### src/rtl/conv_pkg.sv
// Shared definitions for the conv writeback path: default widths, sink FSM
// states and the result FIFO entry layout {lane, last, data}.
package conv_pkg;

    localparam int CONV_DATA_W = 25;
    localparam int CONV_DEPTH  = 61;

    typedef enum logic [1:0] {
        IDLE  = 2'd0,
        RUN   = 2'd1,
        DRAIN = 2'd2,
        DONE  = 2'd3
    } sink_state_e;

    // Entry layout: lane at the top, the row-end marker below it, then the data.
    function automatic int entry_w(input int out_w);
        return out_w + 2;
    endfunction

    function automatic int entry_lane_bit(input int out_w);
        return out_w + 1;
    endfunction

    function automatic int entry_last_bit(input int out_w);
        return out_w;
    endfunction

endpackage

### src/rtl/result_fifo_2w1r.sv
// Synchronous FIFO with two write ports (port 0 lands first) and one read port.
// Head is read combinationally; occupancy after this cycle is exported for stall.
module result_fifo_2w1r #(
    parameter int ENTRY_W    = 34,
    parameter int FIFO_DEPTH = 8
) (
    input  logic                          clk,
    input  logic                          rst_n,
    input  logic [1:0]                    wr_en,
    input  logic [ENTRY_W-1:0]            wr_data0,
    input  logic [ENTRY_W-1:0]            wr_data1,
    input  logic                          rd_en,
    output logic [ENTRY_W-1:0]            rd_data,
    output logic                          empty,
    output logic [$clog2(FIFO_DEPTH):0]   count_next
);

    localparam int AW = $clog2(FIFO_DEPTH);

    logic [ENTRY_W-1:0] mem [FIFO_DEPTH];
    logic [AW-1:0]      wr_ptr_reg;
    logic [AW-1:0]      rd_ptr_reg;
    logic [AW-1:0]      wr_ptr_inc;
    logic [AW:0]        count_reg;
    logic [AW:0]        n_wr;
    logic               rd_fire;

    assign empty      = (count_reg == '0);
    assign rd_fire    = rd_en & ~empty;
    assign wr_ptr_inc = wr_ptr_reg + AW'(1);
    assign n_wr       = (AW+1)'(wr_en[0]) + (AW+1)'(wr_en[1]);
    assign count_next = count_reg + n_wr - (AW+1)'(rd_fire);
    assign rd_data    = mem[rd_ptr_reg];

    always_ff @(posedge clk or negedge rst_n) begin
        if (!rst_n) begin
            wr_ptr_reg <= '0;
            rd_ptr_reg <= '0;
            count_reg  <= '0;
        end else begin
            wr_ptr_reg <= wr_ptr_reg + n_wr[AW-1:0];
            if (rd_fire) begin
                rd_ptr_reg <= rd_ptr_reg + AW'(1);
            end
            count_reg <= count_next;
        end
    end

    // Lane 1 takes the slot after lane 0 only when both write together.
    always_ff @(posedge clk) begin
        if (wr_en[0]) begin
            mem[wr_ptr_reg] <= wr_data0;
        end
        if (wr_en[1]) begin
            mem[wr_en[0] ? wr_ptr_inc : wr_ptr_reg] <= wr_data1;
        end
    end

endmodule

### src/rtl/conv_result_sink.sv
// Receiving end of the conv writeback interface: buffers both result lanes,
// back-pressures the producer and serialises sign-extended results onto one stream.
module conv_result_sink
    import conv_pkg::*;
#(
    parameter int DATA_W     = CONV_DATA_W,
    parameter int DEPTH      = CONV_DEPTH,
    parameter int FIFO_DEPTH = 8,
    parameter int OUT_W      = 32
) (
    input  logic              clk,
    input  logic              rst_n,
    input  logic [DATA_W-1:0] port0,
    input  logic              port0_valid,
    input  logic [DATA_W-1:0] port1,
    input  logic              port1_valid,
    input  logic              end_op,
    output logic              stall,
    output logic [OUT_W-1:0]  m_tdata,
    output logic              m_tuser,
    output logic              m_tlast,
    output logic              m_tvalid,
    input  logic              m_tready,
    output logic              op_done,
    output logic              err,
    output logic [15:0]       result_cnt
);

    localparam int ENTRY_W  = entry_w(OUT_W);
    localparam int LANE_BIT = entry_lane_bit(OUT_W);
    localparam int LAST_BIT = entry_last_bit(OUT_W);
    localparam int CW       = (DEPTH > 1) ? $clog2(DEPTH) : 1;
    localparam int AW       = $clog2(FIFO_DEPTH);

    sink_state_e        state_reg, state_next;
    logic               stall_reg, stall_next;
    logic               err_reg, err_next;
    logic [15:0]        result_cnt_reg, result_cnt_next;

    logic [1:0]         lane_valid;
    logic [1:0]         push;
    logic [DATA_W-1:0]  lane_in [2];
    logic [ENTRY_W-1:0] lane_entry [2];
    logic [ENTRY_W-1:0] head;
    logic               fifo_empty;
    logic [AW:0]        fifo_count_next;
    logic               accept_any;
    logic               eop;

    assign lane_valid = {port1_valid, port0_valid};
    assign lane_in[0] = port0;
    assign lane_in[1] = port1;
    // While stalled the producer is frozen, so nothing on its outputs is sampled.
    assign push       = lane_valid & {2{~stall_reg}};
    assign accept_any = |push;
    assign eop        = end_op & ~stall_reg;

    generate
        for (genvar gi = 0; gi < 2; gi++) begin : g_lane
            logic [CW-1:0]           cnt_reg;
            logic                    last;
            logic signed [OUT_W-1:0] sext;

            assign last           = (cnt_reg == CW'(DEPTH - 1));
            assign sext           = OUT_W'($signed(lane_in[gi]));
            assign lane_entry[gi] = {1'(gi), last, sext};

            always_ff @(posedge clk or negedge rst_n) begin
                if (!rst_n) begin
                    cnt_reg <= '0;
                end else if (state_reg == DONE) begin
                    cnt_reg <= '0;
                end else if (push[gi]) begin
                    cnt_reg <= last ? '0 : cnt_reg + CW'(1);
                end
            end
        end
    endgenerate

    result_fifo_2w1r #(
        .ENTRY_W   (ENTRY_W),
        .FIFO_DEPTH(FIFO_DEPTH)
    ) u_fifo (
        .clk       (clk),
        .rst_n     (rst_n),
        .wr_en     (push),
        .wr_data0  (lane_entry[0]),
        .wr_data1  (lane_entry[1]),
        .rd_en     (m_tready),
        .rd_data   (head),
        .empty     (fifo_empty),
        .count_next(fifo_count_next)
    );

    // Storage is not reset, so the stream fields are forced to 0 while empty.
    assign m_tvalid   = ~fifo_empty;
    assign m_tdata    = fifo_empty ? '0 : head[OUT_W-1:0];
    assign m_tuser    = ~fifo_empty & head[LANE_BIT];
    assign m_tlast    = ~fifo_empty & head[LAST_BIT];
    assign stall      = stall_reg;
    assign op_done    = (state_reg == DONE);
    assign err        = err_reg;
    assign result_cnt = result_cnt_reg;

    always_comb begin
        state_next = state_reg;
        case (state_reg)
            IDLE: begin
                if (eop) begin
                    state_next = DRAIN;
                end else if (accept_any) begin
                    state_next = RUN;
                end
            end
            RUN: begin
                if (eop) begin
                    state_next = DRAIN;
                end
            end
            // Leave as soon as this cycle's pop empties the FIFO.
            DRAIN: begin
                if (fifo_count_next == '0) begin
                    state_next = DONE;
                end
            end
            DONE:    state_next = IDLE;
            default: state_next = IDLE;
        endcase
    end

    always_comb begin
        stall_next = (fifo_count_next > (AW+1)'(FIFO_DEPTH - 2));
        err_next   = err_reg
                   | (port1_valid & ~port0_valid & ~stall_reg)
                   | (accept_any & ((state_reg == DRAIN) || (state_reg == DONE)))
                   | (eop & accept_any);
        if (state_reg == DONE) begin
            result_cnt_next = '0;
        end else begin
            result_cnt_next = result_cnt_reg + 16'(push[0]) + 16'(push[1]);
        end
    end

    always_ff @(posedge clk or negedge rst_n) begin
        if (!rst_n) begin
            state_reg      <= IDLE;
            stall_reg      <= 1'b0;
            err_reg        <= 1'b0;
            result_cnt_reg <= '0;
        end else begin
            state_reg      <= state_next;
            stall_reg      <= stall_next;
            err_reg        <= err_next;
            result_cnt_reg <= result_cnt_next;
        end
    end

endmodule

### config.mk
export PLATFORM = sky130hd
export DESIGN_NAME = conv_result_sink
export DESIGN_NICKNAME = d
export VERILOG_FILES = /design/src/rtl/conv_pkg.sv /design/src/rtl/result_fifo_2w1r.sv /design/src/rtl/conv_result_sink.sv
export SDC_FILE = /design/constraint.sdc
export NUM_CORES = 1
export LEC_CHECK = 0
export BUFFER_PORTS_ARGS = -buffer_cell sky130_fd_sc_hd__buf_2
export CORE_ASPECT_RATIO = 2
export CORE_MARGIN = 2
export CORE_UTILIZATION = 25
export CTS_CLUSTER_DIAMETER = 100
export CTS_CLUSTER_SIZE = 16
export DETAILED_ROUTE_END_ITERATION = 8
export PLACE_DENSITY = 0.47
export SYNTH_ARGS = -nofsm -noshare
export SYNTH_HDL_FRONTEND = slang
export SYNTH_SLANG_ARGS = --single-unit
### constraint.sdc
create_clock -name clk -period 10.83 [get_ports clk]
set_input_delay 2.166 -clock clk [delete_from_list [all_inputs] [get_ports clk]]
set_output_delay 2.166 -clock clk [all_outputs]
set_load 0.02 [all_outputs]
==> summary.md <==
| Metric | Value |
|---|---|
| Status | completed |
| Initial Utilization | around a quarter |
| Required time of the worst setup path | between 8 and 9 ns |
| Clock skew | ~0.021 ns |
| CP Data Arrival Time | 3.23 ns |
| Area grow syn2layout | 12.17% |
| Hold WC Path Type | register to register |
| Post-synth top cells | edfxtp_1 (208), a22o_1 (207), mux4_2 (54) |
| Final setup fails | 0 |
| Post-Synthesis Cells | 939 |
| CTS tree | built |
| Top post-synthesis cells by area | edfxtp_1 (47%), a22o_1 (14%), mux4_2 (9.1%), dfrtp_1 (7.9%), mux2i_1 (2.3%) |
| FF-to-FF Start | u_fifo.wr_ptr_reg[0] |
| RSZ-0062 raised after global routing | no |
| Die Y | 330.1 microns |
| Final max-slew violation count | 0 |
| Die area | roughly 55000 sq um |
| Crit share post-route | 49.85% |
| Yosys reg bits | approximately 260 |
| CTS sink count | 258 |
| Final GP Congestion | about 0.73 |
| Asr flop ratio synth | approximately 16% |
| Grt ovf | 0 |
| Drt via density | between 5 and 6 |
| Most frequent cell after synthesis | edfxtp_1 |
| Yosys Warn Count | 0 |
| Die X | roughly 170 microns |
| Initial DRT Pass Iterations | 5 |
| Slowest CP cell | buf_4 |
| Largest net degree at the start of global routing | 54 |
| Setup TNS | 0 ns |
| Routed len/inst | around 25 microns |
| Netlist Area Pre-Place | 13290 sq um |
| Sequential share of the synthesized area | 56.10% |
| Hold Path Depth | 2 |
| Num CTS Buffers | 20 |
| CP Cell Sequence | buf_4 -> mux4_2 -> mux2i_1 -> nor2_1 -> buf_2 |
| Fill cells | 5331 |
| Worst slew margin | 22.51% |
| CTS Root Cell | clkbuf_16 |
| Sw power | 1.546 mW |
| Flop2flop setup slack | roughly 7.2 ns |
| Nets | around 1100 |
| Multi-input logic area | 5180 sq um |
| Cts hold-fix bufs | 0 |
| Pleak | between 5 and 6 nW |
| WP depth | 5 |
| Critical Path Max Stage Delay | ~0.77 ns |
| Post-synth top area cell | edfxtp_1 |
| H-tree depth | 1 |
| Post-synth EDFFs | around 210 |
| Final Cell Area | approximately 15000 sq um |
| FF-to-FF End | u_fifo.mem[4][1] |
| Storage cell area | approximately 7500 sq um |
| Crit path time final | approximately 5.4 ns |
| Clk_lat worst skew | ~0.52 ns |
| Dpl cell area | 14300 sq um |
| Maximum VDD drop | 163.8 uV |
| Critical path buffers and inverters | 2 |
| Synth cell types | 55 |
| CTS resizes | 0 |
| Mapped Nets | between 1000 and 1500 |
| Tot Pwr | around 3.9 mW |
| Clk slew on worst S/H paths | ~0.080 ns |
| Reg2Reg Depth | 6 |
| Initial antenna violation count | 6 |
| First-pass GRT wire length | 60.84 mm |
| Post-DP HPWL | ~25 mm |
| Clk pwr share | roughly a fifth |
| Largest register FFs | between 200 and 250 |
| Family with the most delay on the worst path | multiplexers |
| Via count | between 8000 and 9000 |
| Ant diodes | 0 |
| Fin Hold WS | between 0.4 and 0.5 ns |
| Top-area cell type share of the netlist area | 46.99% |
| Dominant synthesized flop cell | edfxtp_1 |
| Setup crit start | u_fifo.rd_ptr_reg[0] |
| Power Dens Cells | approximately 260 nW/um^2 |
| Routed Antenna Nets | 0 |
| Internal | 2.363 mW |
| Flop pwr share | between 30% and 40% |
| Port bufs | ~110 |
| Initial DRC count | roughly 450 |
| CP Class | register to output port |
| Comb pwr share | a little over two fifths |
| Ports | between 100 and 150 |
| Post-Syn Area per Cell | 14.15 sq um |
| GRT Total Usage | between 10% and 20% |
| Final Routed Wirelength | 41.27 mm |
| Core Area | 52560 sq um |
| Hold Fails Final Rpt | 0 |
| Crit start category | register |
| Layout cells sized above 1 | 25.05% |
| Nature of the critical path endpoint | output port |
| Postcts setup bufs | 0 |
| Switch share | between 30% and 40% |
| Longest Clk Path Bufs | 3 |
| Max Fclk | about 0.19 GHz |
| Worst-Margin Slew | 1.158 ns |
| Number of global-route vias before repair | between 9000 and 10000 |
| Critical Path End | m_tdata[2] |
| # rows | 119 |
| Max cap viols | 0 |
| # DRC | 0 |
| CP Max Fanout | between 40 and 50 |
[power groups by stage]
stage | logic (mW) | clock network, mW | registers (mW)
after floorplan | 1.26 | 0 | 1.43
after global placement | 1.72 | 0 | 1.48
after detailed placement | 1.74 | 0 | 1.49
after CTS | 1.74 | 0.774 | 1.46
after global routing | 1.84 | 0.802 | 1.48
final | 1.70 | 0.749 | 1.46
[cell families after synthesis]
group	Yosys count	synth area share, %
compound gates	261	16.82
flops	258	56.10
buf+inv	151	5.676
simple gates	140	6.090
mux	86	11.57
fa+ha+maj	24	2.429
xor+xnor	19	1.309
[final cells by class]
type | instances | area share, %
sequential | 258 | 50.06
multi-input combinational | 530 | 34.74
tap | 665 | 5.581
timing repair buffer | 130 | 4.716
clock buffer | 35 | 4.020
inverter | 32 | 0.8056
clock inverter | 1 | 0.07553
[metal layers]
layer / track usage (%) / share of wire [%] / up-vias / wire, microns
met5: 0 / 0.10 / - / 43
met4: 5.660 / 3.2 / 8 / 1309
met3: 1.953 / 4.2 / 70 / 1722
met2: 29.97 / 58 / 252 / 23820
met1: 15.08 / 35 / 4416 / 14370
li1: - / - / 3740 / -
[worst min-delay path by stage]
stage	to	slack, ns	from
floorplan	u_fifo.mem[2][33]	0.42	u_fifo.mem[2][33]
global placement	u_fifo.mem[1][33]	0.43	u_fifo.mem[1][33]
detailed placement	u_fifo.mem[1][33]	0.44	u_fifo.mem[1][33]
CTS	u_fifo.mem[4][33]	0.46	u_fifo.mem[4][33]
global route	u_fifo.mem[1][33]	0.48	u_fifo.mem[1][33]
finish	u_fifo.mem[4][33]	0.46	u_fifo.mem[4][33]
[worst reg2reg max path, delay by kind of cell (launching register included)]
family        cells  cell delay [ns]
fa+ha+maj         1             0.36
buf+inv           1             0.42
flops             1             0.85
mux               1             0.19
simple gates      3             1.50
[layout by cell type (no fill, tap or decap), types with 3 or more instances in the layout]
| cell type | instances |
|---|---|
| a21o_1 | 8 |
| a21oi_1 | 13 |
| a22o_1 | 207 |
| a311oi_1 | 6 |
| a41oi_1 | 3 |
| and3_1 | 3 |
| buf_2 | 109 |
| buf_4 | 21 |
| clkbuf_1 | 13 |
| clkbuf_16 | 22 |
| dfrtp_1 | 39 |
| dfxtp_1 | 8 |
| edfxtp_1 | 208 |
| fa_1 | 3 |
| ha_1 | 21 |
| inv_1 | 31 |
| mux2i_1 | 31 |
| mux4_2 | 54 |
| nand2_1 | 19 |
| nand2b_1 | 4 |
| nand3_1 | 13 |
| nand4_1 | 6 |
| nor2_1 | 50 |
| nor2_2 | 3 |
| nor2_8 | 6 |
| nor2b_1 | 5 |
| nor3_1 | 7 |
| nor3_4 | 4 |
| nor4_1 | 4 |
| o21ai_0 | 4 |
| o21ai_4 | 7 |
| or3_1 | 3 |
| xnor2_1 | 12 |
| xor2_1 | 6 |
[through the flow]
step	worst slack, ns	util (%)	std cells
4_1_cts	5.342	28.37	1651
2_1_floorplan	5.634	-	939
6_report	5.431	28.37	1651
3_3_place_gp	5.832	27.21	1615
3_5_place_dp	5.824	27.21	1615
5_1_grt	5.281	28.37	1651
Power figures use the tool's default switching activity.
